===== src/rtl/mna_flit_boxer.sv =====
//------------------------------------------------------------------------------
// mna_flit_boxer
//   Packs one read/write request into a header, address and (writes only)
//   data flit for NoC injection; counts fully sent packets.
// Revision: 1.0 - initial release
//------------------------------------------------------------------------------
`default_nettype none

module mna_flit_boxer #(
   parameter logic [3:0] SRC_ID = 4'd0
) (
   input  logic        clk,
   input  logic        rst_n,
   input  logic        req_valid,
   output logic        req_ready,
   input  logic        req_write,
   input  logic [31:0] req_addr,
   input  logic [31:0] req_data,
   input  logic [3:0]  req_dest,
   output logic        noc_valid,
   input  logic        noc_ready,
   output logic [33:0] noc_data,
   output logic [15:0] pkt_count
);

   localparam logic [1:0] FT_HEAD = 2'b10;
   localparam logic [1:0] FT_ADDR = 2'b00;
   localparam logic [1:0] FT_DATA = 2'b01;

   typedef enum logic [1:0] {
      S_IDLE = 2'd0,
      S_HEAD = 2'd1,
      S_ADDR = 2'd2,
      S_DATA = 2'd3
   } state_t;

   state_t      state_q;
   logic [31:0] addr_q;
   logic [31:0] data_q;
   logic        write_q;
   logic        noc_valid_q;
   logic [33:0] noc_data_q;
   logic [15:0] pkt_count_q;

   logic [33:0] header_d;
   logic [15:0] pkt_count_d;

   // Header is built straight from the request so it can be presented the
   // cycle after acceptance; dest lives on inside the registered flit.
   assign header_d    = {FT_HEAD, 7'b0, req_dest, SRC_ID, req_write, 16'b0};
   assign pkt_count_d = pkt_count_q + 16'd1;

   always_ff @(posedge clk or negedge rst_n) begin
      if (!rst_n) begin
         state_q     <= S_IDLE;
         addr_q      <= '0;
         data_q      <= '0;
         write_q     <= 1'b0;
         noc_valid_q <= 1'b0;
         noc_data_q  <= '0;
         pkt_count_q <= '0;
      end else begin
         case (state_q)
            S_IDLE: begin
               if (req_valid) begin
                  addr_q      <= req_addr;
                  data_q      <= req_data;
                  write_q     <= req_write;
                  noc_valid_q <= 1'b1;
                  noc_data_q  <= header_d;
                  state_q     <= S_HEAD;
               end
            end
            S_HEAD: begin
               if (noc_ready) begin
                  noc_data_q <= {FT_ADDR, addr_q};
                  state_q    <= S_ADDR;
               end
            end
            S_ADDR: begin
               if (noc_ready) begin
                  if (write_q) begin
                     noc_data_q <= {FT_DATA, data_q};
                     state_q    <= S_DATA;
                  end else begin
                     noc_valid_q <= 1'b0;
                     noc_data_q  <= '0;
                     pkt_count_q <= pkt_count_d;
                     state_q     <= S_IDLE;
                  end
               end
            end
            S_DATA: begin
               if (noc_ready) begin
                  noc_valid_q <= 1'b0;
                  noc_data_q  <= '0;
                  pkt_count_q <= pkt_count_d;
                  state_q     <= S_IDLE;
               end
            end
            default: begin
               noc_valid_q <= 1'b0;
               noc_data_q  <= '0;
               state_q     <= S_IDLE;
            end
         endcase
      end
   end

   // Decoded from state so it is already high while reset is asserted.
   assign req_ready = (state_q == S_IDLE);
   assign noc_valid = noc_valid_q;
   assign noc_data  = noc_data_q;
   assign pkt_count = pkt_count_q;

endmodule

`default_nettype wire


===== config.mk =====
export PLATFORM = sky130hd
export DESIGN_NAME = mna_flit_boxer
export DESIGN_NICKNAME = d
export VERILOG_FILES = /design/src/rtl/mna_flit_boxer.sv
export SDC_FILE = /design/constraint.sdc
export NUM_CORES = 1
export LEC_CHECK = 0
export ABC_CLOCK_PERIOD_IN_PS = 2200
export CAP_MARGIN = 10
export CORE_UTILIZATION = 49
export CTS_CLUSTER_DIAMETER = 30
export DETAILED_ROUTE_END_ITERATION = 10
export PLACE_DENSITY = 0.77
export SLEW_MARGIN = 20
export SYNTH_ARGS = -nofsm -noshare
export SYNTH_HDL_FRONTEND = slang
export SYNTH_SLANG_ARGS = --single-unit

===== constraint.sdc =====
create_clock -name clk -period 2.2 [get_ports clk]
set_input_delay 0.44 -clock clk [delete_from_list [all_inputs] [get_ports clk]]
set_output_delay 0.44 -clock clk [all_outputs]
set_load 0.01 [all_outputs]

# ---- Yosys cells after proc, flatten, opt, wreduce, memory -nomap -nowiden
# Cells that the tools add are included.
dict set report word_totals {
  regBits 118
  elab_cells 44
  output_inout_bits 52
}
dict set report op_classes {
  eq_ne 8
  n_reduce_logical 7
  add_sub_neg 1
  mux 21
}
# op n
set op_table {}
lappend op_table {{two-way mux 34 bit} 4}
lappend op_table {{case mux 34 bit (4 select lines)} 1}
lappend op_table {{two-way mux 16 bit} 3}
lappend op_table {{two-way mux 33 bit} 1}
lappend op_table {{case mux 16 bit (2 select lines)} 1}
lappend op_table {{adder 16 x 1 -> 16 bit (second input constant)} 1}
lappend op_table {{two-way mux 2 bit} 5}
lappend op_table {{inequality test 2 bit (second input constant)} 5}
lappend op_table {{case mux 2 bit (4 select lines)} 1}
lappend op_table {{AND reduction 4 bit} 2}
lappend op_table {{AND reduction 5 bit} 1}
lappend op_table {{== test 2 bit (second input constant)} 2}
lappend op_table {{two-way mux 1 bit} 4}
lappend op_table {{case mux 1 bit (3 select lines)} 1}
lappend op_table {{nonzero test 3 bit} 1}
lappend op_table {{== test 2 x 1 -> 1 bit (second input constant)} 1}
lappend op_table {{zero test 2 bit} 1}
lappend op_table {{AND reduction 2 bit} 1}
lappend op_table {{nonzero test 2 bit} 1}

# ---- Depth between registers and ports, before layout
dict set report depth {
  ltp_word 4
  mapped_depth 7
  depth_no_buf 5
}

# ---- Worst setup path before layout
# Ideal clock, no wire load.
dict set report synth_path {
  kind {flip-flop to flip-flop}
  start {reg state_q[1]}
  end {reg data_q[16]}
  stages_incl_launch_ff 6
  setup_time_ns 0.127
  synth_period_minus_slack_ns 1.545
  setup_slack_ns 0.655
  path_buffers 3
  t_arrival_ns 1.417
  path_cell_list {dfrtp_1 -> buf_4 -> nor3b_4 -> buf_4 -> buf_4 -> mux2_1}
}
dict set report synth_between {
  elab_chain_len 2
}
# element line
set synth_rtl {}
lappend synth_rtl {{start, declared} 37} ;# state_t state_q;
lappend synth_rtl {{start signal, assigned} 55} ;# state_q <= S_IDLE;
lappend synth_rtl {{start signal, assigned} 71} ;# state_q <= S_HEAD;
lappend synth_rtl {{start signal, assigned} 77} ;# state_q <= S_ADDR;
lappend synth_rtl {{zero test 2 bit} 63} ;# case (state_q)
lappend synth_rtl {{AND reduction 2 bit (no line)} -}
lappend synth_rtl {{end signal, assigned} 67} ;# data_q <= req_data;
lappend synth_rtl {{end, declared} 39} ;# logic [31:0] data_q;
# No other way between the ends.
# A chain may end at the register's enable or synchronous reset.

# ---- Final worst setup path
dict set report layout_path {
  start {reg state_q[1]}
  end {out req_ready}
}
dict set report layout_between {
  elab_chain_len 1
}
# element line
set layout_rtl {}
lappend layout_rtl {{zero test 2 bit} 111} ;# assign req_ready = (state_q == S_IDLE);
lappend layout_rtl {{end, declared} 15} ;# output logic req_ready,
# No other way between the ends.

==> impl_metrics.py <==
metrics = {
    "outcome": {
        "outcome": "completed",
    },
    "die": {
        "core_area_um2": 9420,
        "dieArea_um2": 10300,
        "start_util_pct": 51.6,
        "die_h_um": 102,
        "row_count": 35,
        "io_pins": 125,
        "die_w_um": 102,
    },
    "drt": {
        "dr_total_vias": 3541,
        "firstDrtPassIters": 5,
        "post_drt_wl_per_cell_um": 16.7,
        "drc_errors": 0,
        "routed_wl_mm": 11.2,
        "ant_nets": 0,
        "drt_iter0_drc": 131,
        "via_per_inst": 5.30,
    },
    "sta": {
        "rsz0062_at_grt": "false",
        "hold_viol": 0,
        "fin_crit_ns": 2.13,
        "timing.fmax_ghz": 0.470,
        "fin_skew_ns": 0.0137,
        "setup_violations": 0,
        "slew_violations": 0,
        "worstMarginPinSlew_ns": 0.440,
        "fin_tns_setup_ns": 0,
        "slew_headroom_pct": 70.7,
        "period_share_pct": 96.7,
    },
    "worst_setup_path": {
        "crit_cells": 2,
        "worst_r2r_path_depth": 4,
        "start_kind": "register",
        "worstPathMaxFanout": 10,
        "cp_slowest_cell": "clkdlybuf4s50_1",
        "crit_path_end_kind": "output pin",
        "cp_num_buf_inv": 1,
        "critPathArrivalTime_ns": 1.69,
        "rrSetupSlack_ns": 0.40,
        "path_cells": "nor2_1 > clkdlybuf4s50_1",
        "crit-reg2reg-launch": "state_q[0]",
        "cpLargestDelayFamily": "buffers and inverters",
        "worstReg2RegEnd": "addr_q[14]",
        "cp.required_ns": 1.76,
        "max_stage_delay_ns": 0.55,
        "critPathKind": "reg2out",
    },
    "logic_synthesis": {
        "synth_seq_area_share_pct": 60.7,
        "synthCells": 384,
        "syn_area_per_cell_um2": 12.7,
        "yosysUniqueCellTypes": 30,
        "yosysWarnings": 0,
        "synth-seq-cells": 118,
        "synth.cell_area_um2": 4860,
        "syn-num-nets": 458,
    },
    "run": {
        "drv_cap": 0,
    },
    "place": {
        "port_buffers": 124,
        "hpwl_mm": 7.35,
        "gp_congestion": 0.777,
        "dp.cells": 633,
    },
    "cts": {
        "cts_tree": "built",
        "cts_num_sinks": 118,
        "path_clk_slew_ns": 0.05,
        "cts-root-buf": "clkbuf_8",
        "numCtsBuffers": 17,
        "clockBufferDepth": 2,
        "insertion_delay_ns": 0.50,
        "htree_levels": 4,
    },
    "grt": {
        "grt_start_max_net_pins": 56,
        "grt_pass1_vias": 3740,
        "grt_pass1_wl_mm": 18.4,
        "antenna_found_initial": 0,
        "grt_util_all_layers_pct": 23.5,
        "gr-total-overflow": 0,
    },
    "power": {
        "seqPwrFrac_pct": 39.6,
        "pwr-share-clk_pct": 26.9,
        "pwr_density_cell_nw_per_um2": 1390,
        "p_sw_mw": 2.96,
        "vdd_drop_max_v": 0.000934,
        "switching_share_pct": 30.9,
        "power_frac_comb_pct": 33.5,
        "leakage_nw": 2.91,
        "p_int_mw": 6.61,
    },
    "cells_and_area": {
        "syn_to_final_growth_pct": 41.5,
        "drive_above_1_share_pct": 18.0,
        "stdcell_count": 668,
        "antenna_cells": 0,
        "nets": 601,
    },
    "min_path": {
        "min_path_type": "in2async",
    },
}
-- cells by family (layout without fill, tap and decap cells) --
group | after synthesis | after routing | synth area share [%]
flops | 118 | 118 | 60.7
compound gates | 86 | 86 | 10.4
simple gates | 73 | 73 | 7.82
mux | 62 | 62 | 14.4
buf+inv | 29 | 184 | 3.76
xor+xnor | 15 | 15 | 2.70
fa+ha+maj | 1 | 1 | 0.257
-- metal layers --
layer  vias up  track usage, %  wire length (µm)
met5         -               0                 0
met4         0            7.25                74
met3         6            8.01               728
met2       107            39.5              5790
met1      1789            28.7              4560
li1       1639               -                 -
-- layout by cell type (no fill, tap or decap), types with 2 or more instances in the layout --
master / netlist / layout
nor2b_1: 2 / 2
clkdlybuf4s50_1: 0 / 123
inv_1: 7 / 7
xnor2_1: 11 / 11
dfrtp_2: 0 / 2
o21ai_1: 25 / 25
xor2_1: 4 / 4
mux2_2: 38 / 38
o21ai_0: 14 / 14
bufinv_16: 0 / 2
nor2_2: 2 / 2
clkinv_2: 0 / 5
nand3_1: 5 / 5
mux2_1: 24 / 24
nand4_1: 3 / 3
a22oi_1: 27 / 27
nand2_1: 45 / 45
buf_12: 0 / 3
a21oi_1: 18 / 18
clkbuf_16: 0 / 16
nor2_1: 5 / 5
buf_4: 5 / 19
and4_1: 5 / 5
dfrtp_1: 118 / 116
clkbuf_1: 3 / 2
clkbuf_8: 0 / 4
-- flip-flops by register name, indices dropped and copies added, names as in the netlist --
register   flops
data_q        32
addr_q        32
noc_valid      1
write_q        1
pkt_count     16
state_q        2
noc_data      34
-- timing repair --
item | in CTS | in global routing
setup buffers | 0 | 3
hold buffers | 1 | 0
endpoints found under the setup margin | 1 | 1
hold endpoints to repair | 32 | 0
resized for setup | 2 | 0
-- per-stage QoR --
step           hold WS (ns)  area, µm²  setup WS (ns)  total power, mW  util, %
6_report              0.444       6880         0.0734             9.58     73.0
5_1_grt               0.472       6880        0.00707             10.2     73.0
4_1_cts               0.433       6860         0.0151             9.60     72.8
3_5_place_dp          0.413       6280         0.0796             6.96     66.7
3_3_place_gp          0.409       6280          0.145             6.79     66.7
2_1_floorplan         0.144       4860          0.655             5.55        -
-- power by group through the flow --
| stage | sequential [mW] | clock (mW) | combinational (mW) |
|---|---|---|---|
| 3_3_place_gp | 3.74 | 0 | 3.05 |
| 2_1_floorplan | 3.76 | 0 | 1.79 |
| 4_1_cts | 3.80 | 2.62 | 3.19 |
| 5_1_grt | 3.91 | 2.73 | 3.53 |
| 6_report | 3.79 | 2.58 | 3.21 |
| 3_5_place_dp | 3.80 | 0 | 3.15 |
-- worst max-delay path by stage --
stage                     startpoint         end  slack (ns)
after floorplan           state_q[1]  data_q[16]        0.66
after global placement     req_valid   addr_q[9]        0.15
after detailed placement   req_valid   addr_q[6]        0.08
after CTS                 state_q[0]   req_ready        0.02
after global routing      state_q[1]   req_ready       0.007
final                     state_q[1]   req_ready        0.07
-- Yosys cell counts, drive strengths merged --
cell type | instances | share of area, %
a311oi | 1 | 0.18
nor2 | 8 | 0.87
dfrtp | 118 | 61
xnor2 | 11 | 2.0
nor3 | 1 | 0.33
nand3 | 5 | 0.51
nand4 | 3 | 0.39
nor4 | 1 | 0.44
nand2 | 45 | 3.5
o21a | 1 | 0.15
nor2b | 2 | 0.26
and4 | 5 | 0.90
clkbuf | 3 | 0.23
nor3b | 1 | 0.39
and3 | 1 | 0.13
mux2 | 62 | 14
inv | 7 | 0.54
ha | 1 | 0.26
xor2 | 4 | 0.72
o21ai | 39 | 4.0
and2 | 1 | 0.13
a22oi | 27 | 4.2
buf | 19 | 3.0
a21oi | 18 | 1.9
-- final cells by class --
| type | count | area, µm² |
|---|---|---|
| inverter | 7 | 26.3 |
| fill | 646 | 2540 |
| timing repair buffer | 146 | 1440 |
| tap | 129 | 161 |
| clock inverter | 9 | 101 |
| multi-input combinational | 237 | 1730 |
| sequential | 118 | 2960 |
| clock buffer | 22 | 463 |
(Power assumes the default switching activity.)
